[src/rtl/spi_pkg.sv]
// Shared FSM state, latched transfer mode and default sizing for the gen2 SPI master.
package spi_pkg;

  typedef enum logic [1:0] {
    IDLE  = 2'd0,
    SETUP = 2'd1,
    XFER  = 2'd2,
    HOLD  = 2'd3
  } state_e;

  typedef struct packed {
    logic cpol;
    logic cpha;
    logic lsb_first;
  } mode_t;

  localparam int DEF_DATA_W   = 8;
  localparam int DEF_N_SLAVES = 3;
  localparam int DEF_DIV_W    = 8;

  // cpha=0 samples MISO on leading SCLK edges, cpha=1 on trailing ones.
  function automatic logic is_sample_edge(input mode_t m, input logic lead, input logic trail);
    return m.cpha ? trail : lead;
  endfunction

endpackage

[src/rtl/spi_clk_gen.sv]
// Half-period counter and SCLK toggle; lead/trail strobes fire in the cycle whose edge moves SCLK.
// tick marks the last cycle of each H-cycle period; SCLK tracks idle_lvl while not running.
module spi_clk_gen
  import spi_pkg::*;
#(
  parameter int DIV_W = DEF_DIV_W
) (
  input  logic             clk,
  input  logic             rst,
  input  logic             run,
  input  logic             edge_ok,
  input  logic             idle_lvl,
  input  logic             cpol,
  input  logic [DIV_W-1:0] div,
  output logic             tick,
  output logic             lead_edge,
  output logic             trail_edge,
  output logic             sclk
);

  logic [DIV_W-1:0] cnt_q, cnt_d;
  logic             sclk_q, sclk_d;
  logic             toggle;

  assign tick       = run && (cnt_q == div);
  assign toggle     = tick && edge_ok;
  // A toggle away from the idle level is a leading edge.
  assign lead_edge  = toggle && (sclk_q == cpol);
  assign trail_edge = toggle && (sclk_q != cpol);
  assign sclk       = sclk_q;

  always_comb begin
    cnt_d  = (!run || tick) ? '0 : cnt_q + DIV_W'(1);
    sclk_d = sclk_q;
    if (!run) begin
      sclk_d = idle_lvl;
    end else if (toggle) begin
      sclk_d = ~sclk_q;
    end
  end

  always_ff @(posedge clk or posedge rst) begin
    if (rst) begin
      cnt_q  <= '0;
      sclk_q <= 1'b0;
    end else begin
      cnt_q  <= cnt_d;
      sclk_q <= sclk_d;
    end
  end

endmodule

[src/rtl/spi_master_gen2.sv]
// SPI master: one DATA_W word per transfer, any CPOL/CPHA, MSB/LSB first, programmable SCLK divider.
// done pulses 1+H*(2*DATA_W+2) edges after start; start is ignored while busy (no queueing).
module spi_master_gen2
  import spi_pkg::*;
#(
  parameter int DATA_W   = DEF_DATA_W,
  parameter int N_SLAVES = DEF_N_SLAVES,
  parameter int SEL_W    = (N_SLAVES > 1) ? $clog2(N_SLAVES) : 1,
  parameter int DIV_W    = DEF_DIV_W
) (
  input  logic                clk,
  input  logic                reset,
  input  logic                start,
  input  logic [SEL_W-1:0]    slaveSelect,
  input  logic                cpol,
  input  logic                cpha,
  input  logic                lsbFirst,
  input  logic [DIV_W-1:0]    clkDiv,
  input  logic [DATA_W-1:0]   masterDataToSend,
  output logic [DATA_W-1:0]   masterDataReceived,
  output logic                busy,
  output logic                done,
  output logic                SCLK,
  output logic [N_SLAVES-1:0] CS,
  output logic                MOSI,
  input  logic                MISO
);

  localparam int CNT_W = $clog2(2 * DATA_W + 1);
  localparam logic [CNT_W-1:0] LAST_EDGE = CNT_W'(2 * DATA_W);
  localparam logic [CNT_W-1:0] PEN_EDGE  = CNT_W'(2 * DATA_W - 1);

  state_e              state_q, state_d;
  mode_t               mode_q, mode_d;
  logic [DIV_W-1:0]    div_q, div_d;
  logic [DATA_W-1:0]   tx_q, tx_d;
  logic [DATA_W-1:0]   rx_q, rx_d;
  logic [DATA_W-1:0]   rdata_q, rdata_d;
  logic [CNT_W-1:0]    edge_q, edge_d;
  logic [N_SLAVES-1:0] cs_q, cs_d;
  logic                mosi_q, mosi_d;
  logic                done_q, done_d;

  logic run, edge_ok, tick, lead_edge, trail_edge, sample, shift_out;

  function automatic logic first_bit(input logic [DATA_W-1:0] w, input logic lsb);
    return lsb ? w[0] : w[DATA_W-1];
  endfunction

  function automatic logic [DATA_W-1:0] shift_word(input logic [DATA_W-1:0] w, input logic lsb);
    return lsb ? (w >> 1) : (w << 1);
  endfunction

  // MISO enters opposite the shift direction so RX bit order matches TX.
  function automatic logic [DATA_W-1:0] rx_push(input logic [DATA_W-1:0] w, input logic b,
                                                input logic lsb);
    return lsb ? {b, w[DATA_W-1:1]} : {w[DATA_W-2:0], b};
  endfunction

  assign run     = (state_q != IDLE);
  assign edge_ok = (state_q == SETUP) || ((state_q == XFER) && (edge_q != LAST_EDGE));

  spi_clk_gen #(
    .DIV_W(DIV_W)
  ) u_clk_gen (
    .clk       (clk),
    .rst       (reset),
    .run       (run),
    .edge_ok   (edge_ok),
    .idle_lvl  (cpol),
    .cpol      (mode_q.cpol),
    .div       (div_q),
    .tick      (tick),
    .lead_edge (lead_edge),
    .trail_edge(trail_edge),
    .sclk      (SCLK)
  );

  assign sample    = is_sample_edge(mode_q, lead_edge, trail_edge);
  // cpha=0 presents bit 0 during SETUP, so the final trailing edge has nothing left to shift.
  assign shift_out = mode_q.cpha ? lead_edge : (trail_edge && (edge_q != PEN_EDGE));

  always_comb begin
    state_d = state_q;
    mode_d  = mode_q;
    div_d   = div_q;
    tx_d    = tx_q;
    rx_d    = rx_q;
    rdata_d = rdata_q;
    edge_d  = edge_q;
    cs_d    = cs_q;
    mosi_d  = mosi_q;
    done_d  = 1'b0;

    unique case (state_q)
      IDLE: begin
        if (start && (int'(slaveSelect) < N_SLAVES)) begin
          state_d = SETUP;
          mode_d  = '{cpol: cpol, cpha: cpha, lsb_first: lsbFirst};
          div_d   = clkDiv;
          edge_d  = '0;
          rx_d    = '0;
          for (int i = 0; i < N_SLAVES; i++) begin
            cs_d[i] = (slaveSelect != SEL_W'(i));
          end
          if (cpha) begin
            tx_d   = masterDataToSend;
            mosi_d = 1'b0;
          end else begin
            tx_d   = shift_word(masterDataToSend, lsbFirst);
            mosi_d = first_bit(masterDataToSend, lsbFirst);
          end
        end
      end
      SETUP: begin
        if (tick) state_d = XFER;
      end
      XFER: begin
        if (tick && (edge_q == LAST_EDGE)) state_d = HOLD;
      end
      HOLD: begin
        if (tick) begin
          state_d = IDLE;
          cs_d    = '1;
          mosi_d  = 1'b0;
          rdata_d = rx_q;
          done_d  = 1'b1;
        end
      end
      default: state_d = IDLE;
    endcase

    if (lead_edge || trail_edge) edge_d = edge_q + CNT_W'(1);
    if (sample) rx_d = rx_push(rx_q, MISO, mode_q.lsb_first);
    if (shift_out) begin
      mosi_d = first_bit(tx_q, mode_q.lsb_first);
      tx_d   = shift_word(tx_q, mode_q.lsb_first);
    end
  end

  always_ff @(posedge clk or posedge reset) begin
    if (reset) begin
      state_q <= IDLE;
      mode_q  <= '0;
      div_q   <= '0;
      tx_q    <= '0;
      rx_q    <= '0;
      rdata_q <= '0;
      edge_q  <= '0;
      cs_q    <= '1;
      mosi_q  <= 1'b0;
      done_q  <= 1'b0;
    end else begin
      state_q <= state_d;
      mode_q  <= mode_d;
      div_q   <= div_d;
      tx_q    <= tx_d;
      rx_q    <= rx_d;
      rdata_q <= rdata_d;
      edge_q  <= edge_d;
      cs_q    <= cs_d;
      mosi_q  <= mosi_d;
      done_q  <= done_d;
    end
  end

  assign busy               = run;
  assign done               = done_q;
  assign CS                 = cs_q;
  assign MOSI               = mosi_q;
  assign masterDataReceived = rdata_q;

endmodule

[config.mk]
export PLATFORM = sky130hd
export DESIGN_NAME = spi_master_gen2
export DESIGN_NICKNAME = d
export VERILOG_FILES = /design/src/rtl/spi_pkg.sv /design/src/rtl/spi_clk_gen.sv /design/src/rtl/spi_master_gen2.sv
export SDC_FILE = /design/constraint.sdc
export NUM_CORES = 1
export LEC_CHECK = 0
export CAP_MARGIN = 20
export CORE_ASPECT_RATIO = 0.8
export CORE_MARGIN = 2
export CORE_UTILIZATION = 40
export CTS_CLUSTER_DIAMETER = 100
export CTS_CLUSTER_SIZE = 10
export DETAILED_ROUTE_END_ITERATION = 10
export GPL_ROUTABILITY_DRIVEN = 0
export PLACE_DENSITY = 0.63
export SLEW_MARGIN = 20
export SYNTH_ARGS = -nofsm -noshare
export SYNTH_HDL_FRONTEND = slang
export SYNTH_SLANG_ARGS = --single-unit
export TNS_END_PERCENT = 100
[constraint.sdc]
create_clock -name clk -period 4.05 [get_ports clk]
set_clock_uncertainty 0.2 [all_clocks]
set_input_delay 0.81 -clock clk [delete_from_list [all_inputs] [get_ports clk]]
set_output_delay 0.81 -clock clk [all_outputs]
set_load 0.02 [all_outputs]
* After elaboration in Yosys (flattened, before gate mapping) *
Index checks and enable logic that the tools add are counted.

word-level totals
  bits in registers = 56
  latch bits = 0
  RAM bits = 0
  memory bits (read-only) = 0
  input bits = 25
  output and inout port bits = 15
  word-level logic and storage cells = 102
  memories kept = 0

cells by class
  add/sub/neg operators = 2
  multiply operators = 0
  divide/modulo/power cells = 0
  $lt $le $gt $ge = 1
  equality and inequality tests = 18
  shift-type cells = 0
  mux-type cells = 35
  bitwise logic cells = 1
  reductions and logical operators = 31

operators by type and width
  cell                                                   count
  2-to-1 mux 8 bit                                       11
  nonzero test 2 bit                                     9
  2-to-1 mux 5 bit                                       3
  2-to-1 mux 1 bit                                       12
  inequality test 2 bit, second input constant           5
  AND reduction 2 bit                                    5
  adder 8 x 1 -> 8 bit, second input constant            1
  == test 8 bit                                          1
  logical AND 1 bit                                      8
  2-to-1 mux 2 bit                                       4
  case mux 2 bit (4 select lines)                        1
  2-to-1 mux 3 bit                                       2
  inequality test 3 bit, second input constant           2
  case mux 3 bit (2 select lines)                        1
  AND reduction 3 bit                                    2
  adder 5 x 1 -> 5 bit, second input constant            1
  == test 5 bit, second input constant                   1
  inequality test 5 x 4 -> 1 bit, second input constant  1
  inequality test 5 bit, second input constant           1
  == test 2 bit, second input constant                   2
  inequality test 2 x 1 -> 1 bit, second input constant  2
  AND reduction 4 bit                                    1
  logical OR 1 bit                                       3
  nonzero test 3 bit                                     1
  8 further kinds                                        8

* Logic depth before layout (Yosys ltp) *
Gate-level depths: netlist (run 1).

  word-level depth = 9
  depth in mapped cells = 8
  depth with buffers taken out = 7

* Hierarchy *
From an unflattened synthesis (run 1), not the netlist that was laid out.

second synthesis, totals
  cell total of the unflattened synthesis = 299
  area, all modules = 2924.1 um^2

modules (own cells, without submodules)
  module           instances  cells an instance  area each (um^2)  sequential area each (um^2)
  spi_master_gen2  1          246                2412.3            1179.9
  spi_clk_gen      1          53                 511.7             225.2

* Worst setup path before layout (run 1) *
OpenSTA, ideal clock, no wires.

  kind = input to register
  start point = in slaveSelect[0]
  end point = reg state_q[1]
  library setup time = 0.125 ns
  arrival time = 1.863 ns
  required time = 3.725 ns
  slack = 1.863 ns
  stages = 5
  buffers on the path = 0
  cell sequence = nand2_1 > nand2_1 > a2111oi_0 > a21o_1 > mux2_2

on the way
  word-level cells in the longest chain between the ends = 4

RTL lines
  item                             line                    source
  start, declared                  spi_master_gen2.sv:14   input logic [SEL_W-1:0] slaveSelect,
  < comparator 2 bit               spi_master_gen2.sv:97   if (start && (int'(slaveSelect) < N_SLAVES)) begin
  logical AND 1 bit                spi_master_gen2.sv:97
  inequality test 2 bit (no line)  -
  AND reduction 4 bit (no line)    -
  end signal, assigned             spi_master_gen2.sv:154  state_q <= state_d;
  end, declared                    spi_master_gen2.sv:33   state_e state_q, state_d;

Every way passes these cells.
A chain may end at the register's enable or synchronous reset.

* Worst setup path after layout (run 1) *
  start point = reg state_q[0]
  end point = out busy

on the way
  word-level cells in the longest chain between the ends = 1

RTL lines
  item                line                   source
  nonzero test 2 bit  spi_master_gen2.sv:60  assign run = (state_q != IDLE);
  end, declared       spi_master_gen2.sv:21  output logic busy,

Every way passes these cells.

==> results.cfg, run 1 <==
[clock_tree]
cts-resized-gates = 0
clkSinkCount = 56
insertion_delay_ns = 0.32
cts_max_level = 2
cts.path.max_buffers = 2
cts_buffers = 5
root_buffer = clkbuf_8
post_cts_buffers = 0
cts_hold_buf = 0
path_clk_slew_ns = 0.11
cts_tree = done

[synth]
synthAdderAreaFrac_pct = 3.30
synth_xor_area_share_pct = 4.91
synth_top_family_by_area = multiplexers
synthTopCellsByCount = dfrtp_1 (53), mux2i_1 (47), nand2_1 (22)
synth.top_cell.area_share_pct = 43.8
netlist_area_mm2 = 0.00303
ys.flop_type = dfrtp_1
ys_seq_area_share_pct = 46.4
yosys_warnings = 0
syn-num-nets = 303
synth.top_cells.by_area = dfrtp_1 (44%), mux2i_1 (16%), mux2_2 (7.8%)
synth_top_area_cell = dfrtp_1
synth_edf_count = 0
muxShareOfSynthArea_pct = 23.3
ys_ff_latch = 56
syn_inst = 270
yosys.cell_types.count = 41
yosysMostFrequentCell = dfrtp_1
synth_compound_area_share_pct = 5.28
async_flop_share_pct = 100
avgSynthCellArea_um2 = 11.2
synth-simple-area-share_pct = 13.5

[sta]
fin_crit_ns = 2.95
fin_setup_tns_ns = 0
rsz0062_at_grt = no
fmax_ghz = 0.339
hold_slack_ns = 0.303
finalSetupViolCount = 0
slew_headroom_pct = 41.5
timing.final.max_slew_violations = 0
finalHoldViolCount = 0
min_period_over_period_pct = 72.9
tightest_slew_ns = 0.877

[die]
die_area_mm2 = 0.00829
fp.coreArea_mm2 = 0.00736
dieHeight_um = 81.9
rows = 28
ioPinCount = 40
initial_core_util_pct = 41.2
die_x_um = 101

[finish]
area_delta_synth_final_pct = 18.8
diodes = 0
drive_gt1_share_pct = 14.7
layout.nets = 338

[worst_setup_path]
arrival_ns = 1.94
path_class = reg -> out
end_kind = output pin
cp-start-kind = flop
crit_fanout = 9
required_ns = 3.04
cpPeakStageDelay_ns = 0.56
crit_path_frequent_cell = inv_1
cp_cell_sequence = inv_1, ha_1, inv_1, clkdlybuf4s50_1
cp_slowest_cell = clkdlybuf4s50_1

[grt]
grtUsageTotal_pct = 15.1
grt_pass1_wl_um = 9770
first_global_vias = 2021
antenna_found_initial = 0
grt_overflow = 0
grt_max_degree = 57

[detailed_routing]
drt_wl_total_um = 5800
viasPerCell = 5.17
vias = 2046
wl_per_cell_um = 14.6
drc = 0
drt_first_pass_iters = 4
ant_nets = 0
first_iter_violations = 65

[pwr]
p_leak_nw = 1.73
ir_drop_mv = 0.217
power_density_mw_per_mm2 = 597

[run]
maxCapViolations = 0

[place]
io_buffer_count = 39
dp_hpwl_um = 4070

[run_status]
status = completed

[hold_path]
min_path_type = reg -> reg
-- kinds of logic (layout without fill, tap and decap cells) --
group | count (synthesis) | in the layout
adders and majority gates | 8 | 8
and+or+nand+nor | 70 | 70
DFF | 56 | 56
buffers and inverters | 25 | 61
AOI/OAI and AO/OA | 26 | 26
xor gates and xnor gates | 17 | 17
muxes | 68 | 68
-- path summary, 6_finish.rpt --
check / slack, ns / depth (start not counted) / from / end
min reg2reg: 0.30 / 2 / CS[1] / CS[1]
min in group asynchronous: 0.81 / 3 / reset / u_clk_gen.cnt_q[7]
max: 1.10 / 4 / state_q[0] / busy
max in group asynchronous: 2.36 / 3 / reset / tx_q[2]
max reg2reg: 1.58 / 6 / state_q[0] / edge_q[3]
min: 0.30 / 2 / CS[1] / CS[1]
-- registers in the layout, summed over array words and instances (netlist names) --
register / count
div_q: 8
masterDataReceived: 8
rx_q: 8
tx_q: 8
u_clk_gen.cnt_q: 8
edge_q: 5
CS: 3
mode_q: 3
state_q: 2
MOSI: 1
done: 1
u_clk_gen.sclk: 1
-- layer usage --
metal	global-route usage (%)	routed length (um)	vias up
met2	24.4	2710	31
li1	-	-	1012
met4	4.46	59	0
met3	2.81	150	5
met1	20.7	2880	998
met5	0	0	-
-- report_power, final --
group	switching (mW)	total [mW]	internal, mW
combinational	0.442	0.884	0.442
sequential	0.193	0.939	0.747
clock	0.200	0.327	0.127
-- layout make-up --
type	count	area, um^2
fillers	700	3760
multi-input cells	189	1530
flip-flops and latches	56	1410
repair buffers	41	418
well taps	90	113
clock buffers	5	68.8
inverters	12	45.0
clock inverters	3	26.3
-- critical path, delay by kind of cell (launching register included) --
family                   cells  cell delay, ns
buffers and inverters        3            0.79
adder cells (fa/ha/maj)      1            0.41
flip-flops                   1            0.43
-- cell usage in the layout, fill, tap and decap left out, types with 2 or more instances in the layout --
cell type	n
xor2_1	14
a31oi_1	3
a21oi_1	3
mux2_2	21
ha_1	8
mux2i_1	47
nor3b_1	3
nand2_1	22
dfstp_2	3
o21ai_0	10
clkinv_4	2
a21o_1	3
dfrtp_1	53
clkbuf_8	5
a211oi_1	3
nand3b_1	2
xnor2_1	3
nor2_1	14
inv_1	11
and3_1	2
clkdlybuf4s50_1	39
nand3_1	13
-- metrics by stage --
step	std cells	power, mW	setup WS (ns)	utilization (%)	cell area [um^2]
2_1_floorplan	270	1.58	1.67	-	3030
3_3_place_gp	388	1.81	1.32	47.7	3510
3_5_place_dp	388	1.84	1.20	47.7	3510
4_1_cts	396	2.17	1.06	48.9	3600
5_1_grt	396	2.31	0.962	48.9	3600
6_report	396	2.15	1.10	48.9	3600
No activity file was read; power rests on OpenSTA's default activity.
==> run 2: changes to the inputs <==
- clock period: 4.05 -> 3 ns (I/O delays scaled with it)
==> run 2 against run 1 <==
Compared with the run above: hold slack better by 0.0017 ns; clock-buffer cell count stayed put; clock power grew 32%; via count decreased by 2.3%; first-iteration DRC count is 14% lower; power increased by 35%; critical path depth stayed put; combinational power is 36% higher; core utilization increased by 0.36 points; register-to-register slack got worse by 0.92 ns; critical path type unchanged; critical endpoint unchanged; largest power group unchanged; highest routed layer unchanged.
==> results.cfg, run 2 (synthesis results as in run 1) <==
[die]
die_area_mm2 = 0.00829
initial_core_util_pct = 41.2
fp.coreArea_mm2 = 0.00736
rows = 28
ioPinCount = 40
dieHeight_um = 81.9
die_x_um = 101

[worst_setup_path]
crit_end = busy
cp_cell_sequence = inv_1, ha_1, inv_1, clkdlybuf4s50_1
path_class = reg -> out
cpPeakStageDelay_ns = 0.56
crit_path_frequent_cell = inv_1
crit_buf_inv = 3
cp_top_family = buffers and inverters
ff2ff_path_depth = 7
cp-start-kind = flop
worstSetupStartpoint = state_q[0]
arrival_ns = 1.90
crit_fanout = 9
end_kind = output pin
required_ns = 2.20
r2r-start = state_q[0]
reg2reg_slack_ns = 0.66
cp_slowest_cell = clkdlybuf4s50_1
timing.rr.end = MOSI
crit_cells = 4

[finish]
fill_cells = 697
final_common_cell = dfrtp_1
diodes = 0
layout.nets = 340
area_delta_synth_final_pct = 19.7
multiInputGateArea_mm2 = 0.00153
final_cell_mix = dfrtp_1 (53), mux2i_1 (47), clkdlybuf4s50_1 (39), nand2_1 (22), mux2_2 (21)
drive_gt1_share_pct = 15.3
seqCellArea_mm2 = 0.00141
design_area_mm2 = 0.00363

[pwr]
p_leak_nw = 1.74
power.total_mw = 2.90
ir_drop_mv = 0.294
power_density_mw_per_mm2 = 798

[sta]
tightest_slew_ns = 0.861
finalSetupViolCount = 0
slew_headroom_pct = 42.6
timing.final.max_slew_violations = 0
min_period_over_period_pct = 90.1
fin_crit_ns = 2.70
finalHoldViolCount = 0
fin_setup_tns_ns = 0
rsz0062_at_grt = no
fmax_ghz = 0.370

[hold_path]
min_path_type = reg -> reg
hold_start = CS[2]

[grt]
grt_pass1_wl_um = 9870
first_global_vias = 2050
grt_max_degree = 35
grtUsageTotal_pct = 15.3
grt_overflow = 0
antenna_found_initial = 0

[detailed_routing]
wl_per_cell_um = 14.4
ant_nets = 0
vias = 1999
first_iter_violations = 56
drt_wl_total_um = 5750
viasPerCell = 5.02
drt_first_pass_iters = 4
drc = 0

[place]
io_buffer_count = 39
placed_area_mm2 = 0.00353
dp_hpwl_um = 4320

[clock_tree]
insertion_delay_ns = 0.31
path_clk_slew_ns = 0.10
cts_tree = done
cts.path.max_buffers = 2
cts_buffers = 5
cts_max_level = 2
cts_hold_buf = 0
root_buffer = clkbuf_8
clkSinkCount = 56
cts-resized-gates = 0
post_cts_buffers = 0

[run_status]
status = completed

[run]
maxCapViolations = 0
[run 2: changes by cell type in the layout (fill, tap and decap cells not counted)]
| cell | delta |
|---|---|
| buf_12 | +1 |
| clkinv_4 | -2 |
| clkinvlp_4 | +1 |
| inv_6 | +1 |
| buf_4 | +1 |
[run 2: routing by layer]
layer | track usage, % | up-vias | wire [um]
li1 | - | 1016 | -
met1 | 21.6 | 955 | 2970
met2 | 24.3 | 23 | 2580
met3 | 2.81 | 5 | 136
met4 | 4.05 | 0 | 61
met5 | 0 | - | 0
[run 2: metrics by stage]
step / util [%] / cells / setup slack [ns] / hold slack (ns)
floorplan: - / 270 / 0.834 / 0.280
global placement: 48.0 / 390 / 0.497 / 0.283
detailed placement: 48.0 / 390 / 0.463 / 0.287
CTS: 49.3 / 398 / 0.253 / 0.304
global route: 49.3 / 398 / 0.147 / 0.329
finish: 49.3 / 398 / 0.297 / 0.304
[run 2: how the worst min path moves through the flow]
stage | depth (start not counted) | end
5_1_grt | 1 | masterDataReceived[3]
2_1_floorplan | 1 | edge_q[3]
4_1_cts | 2 | CS[2]
6_report | 2 | CS[2]
3_5_place_dp | 2 | CS[2]
3_3_place_gp | 2 | CS[2]
[run 2: final cells by class]
| cell class | count | area share (%) |
|---|---|---|
| Multi-Input combinational cell | 189 | 42.0 |
| Sequential cell | 56 | 38.7 |
| Timing Repair Buffer | 43 | 12.3 |
| Tap cell | 90 | 3.10 |
| Clock buffer | 5 | 1.90 |
| Inverter | 12 | 1.24 |
| Clock inverter | 3 | 0.690 |
[run 2: worst reg2reg max path, cell delays in order (launching register included)]
cell,delay (ns)
dfrtp_1,0.43
inv_1,0.10
ha_1,0.38
nand3_1,0.39
buf_12,0.29
nor4_1,0.21
o21ai_0,0.12
mux2i_1,0.15
[run 2: power by group]
part | internal, mW | switching [mW] | leakage, nW | total, mW
combinational | 0.606 | 0.593 | 0.968 | 1.20
clock | 0.171 | 0.260 | 0.0452 | 0.431
sequential | 1.01 | 0.258 | 0.723 | 1.27
==> run 3: changes to the inputs <==
- CORE_UTILIZATION: 40 -> 45
- PLACE_DENSITY: 0.63 -> 0.69
==> run 3 against run 2 <==
Compared with the run above: clock-buffer cell count did not move; wire length fell by 2.2%; flip-flop and latch count did not move; via count rose by 0.60%; fmax fell by 0.37%; register-to-register slack improved by 0.03 ns; critical endpoint unchanged.
==> results.cfg, run 3 (synthesis results as in run 1) <==
[run_status]
status = completed

[sta]
rsz0062_at_grt = no
fin_setup_tns_ns = 0
finalHoldViolCount = 0
fin_crit_ns = 2.71
tightest_slew_ns = 0.864
finalSetupViolCount = 0
fmax_ghz = 0.369
slew_headroom_pct = 42.4
timing.final.max_slew_violations = 0
min_period_over_period_pct = 90.4

[worst_setup_path]
cp_slowest_cell = clkdlybuf4s50_1
crit_path_frequent_cell = inv_1
cpPeakStageDelay_ns = 0.56
crit_fanout = 9
cp_top_family = buffers and inverters
cp_cell_sequence = inv_1, ha_1, inv_1, clkdlybuf4s50_1
arrival_ns = 1.91
required_ns = 2.20
end_kind = output pin
cp-start-kind = flop
path_class = reg -> out
crit_buf_inv = 3

[clock_tree]
cts_tree = done
cts_max_level = 2
path_clk_slew_ns = 0.11
clkSinkCount = 56
cts_buffers = 5
root_buffer = clkbuf_8
insertion_delay_ns = 0.31
cts.path.max_buffers = 2
cts_hold_buf = 0
post_cts_buffers = 0
cts-resized-gates = 0

[grt]
antenna_found_initial = 0
grt_pass1_wl_um = 9790
first_global_vias = 2020
grt_overflow = 0
grt_max_degree = 41
grtUsageTotal_pct = 16.7

[detailed_routing]
first_iter_violations = 96
drc = 0
ant_nets = 0
drt_wl_total_um = 5630
wl_per_cell_um = 14.4
drt_first_pass_iters = 4
viasPerCell = 5.13
vias = 2011

[place]
io_buffer_count = 39
dp_hpwl_um = 4160

[die]
initial_core_util_pct = 47.0
fp.coreArea_mm2 = 0.00644
rows = 26
die_area_mm2 = 0.00741
die_x_um = 95.8
dieHeight_um = 77.4
ioPinCount = 40

[pwr]
power.total_mw = 2.88
ir_drop_mv = 0.312
power_density_mw_per_mm2 = 800
p_leak_nw = 1.73

[finish]
drive_gt1_share_pct = 15.3
post-route-util_pct = 56.0
final_cell_mix = dfrtp_1 (53), mux2i_1 (47), clkdlybuf4s50_1 (39), nand2_1 (22), mux2_2 (21)
layout.nets = 340
diodes = 0
area_delta_synth_final_pct = 19.0
final_common_cell = dfrtp_1

[hold_path]
min_path_type = reg -> reg

[run]
maxCapViolations = 0
## run 3: cell count changes in the layout (fill, tap and decap cells not counted), sizes merged
cell,delta
clkinv,+2
clkinvlp,-1
inv,-1
## run 3: metrics by stage
stage / setup WS, ns / std cells / instance area, um^2 / hold WS (ns)
detailed placement: 0.411 / 384 / 3510 / 0.290
global route: 0.157 / 392 / 3600 / 0.329
CTS: 0.278 / 392 / 3600 / 0.305
global placement: 0.501 / 384 / 3510 / 0.286
finish: 0.287 / 392 / 3600 / 0.302
floorplan: 0.834 / 270 / 3030 / 0.280
## run 3: tightest hold or removal path, delay by kind of cell (launching register included)
family	cells	cell delay, ns
DFF	1	0.38
AOI/OAI and AO/OA	1	0.07
buffers and inverters	1	0.04
## run 3: area by class of cell
class | count | area, um^2
tap | 84 | 105
fill | 571 | 2840
clock buffer | 5 | 68.8
timing repair buffer | 43 | 433
multi-input combinational | 189 | 1530
inverter | 12 | 45.0
sequential | 56 | 1410
clock inverter | 3 | 22.5
## run 3: path summary, 6_finish.rpt
| path | from | end | slack, ns | cells after the start |
|---|---|---|---|---|
| setup / recovery | state_q[0] | busy | 0.29 | 4 |
| hold / removal | CS[1] | CS[1] | 0.30 | 2 |
| setup reg to reg | state_q[0] | tx_q[4] | 0.69 | 6 |
| hold reg to reg | CS[1] | CS[1] | 0.30 | 2 |
| max in group asynchronous | reset | CS[0] | 1.60 | 3 |
| min in group asynchronous | reset | u_clk_gen.cnt_q[0] | 0.38 | 2 |
## run 3: metal layers
layer / vias to the layer above / part of all wire (%) / global-route usage, %
met2: 24 / 44 / 25.0
li1: 1023 / - / -
met5: - / 0 / 0
met1: 960 / 52 / 25.2
met3: 4 / 2.4 / 2.82
met4: 0 / 0.96 / 4.29
## run 3: where the power goes
part | switching [mW] | leakage, nW | internal, mW
Combinational | 0.597 | 0.962 | 0.597
Clock | 0.254 | 0.0485 | 0.168
Sequential | 0.259 | 0.723 | 1.01
Total | 1.11 | 1.73 | 1.77
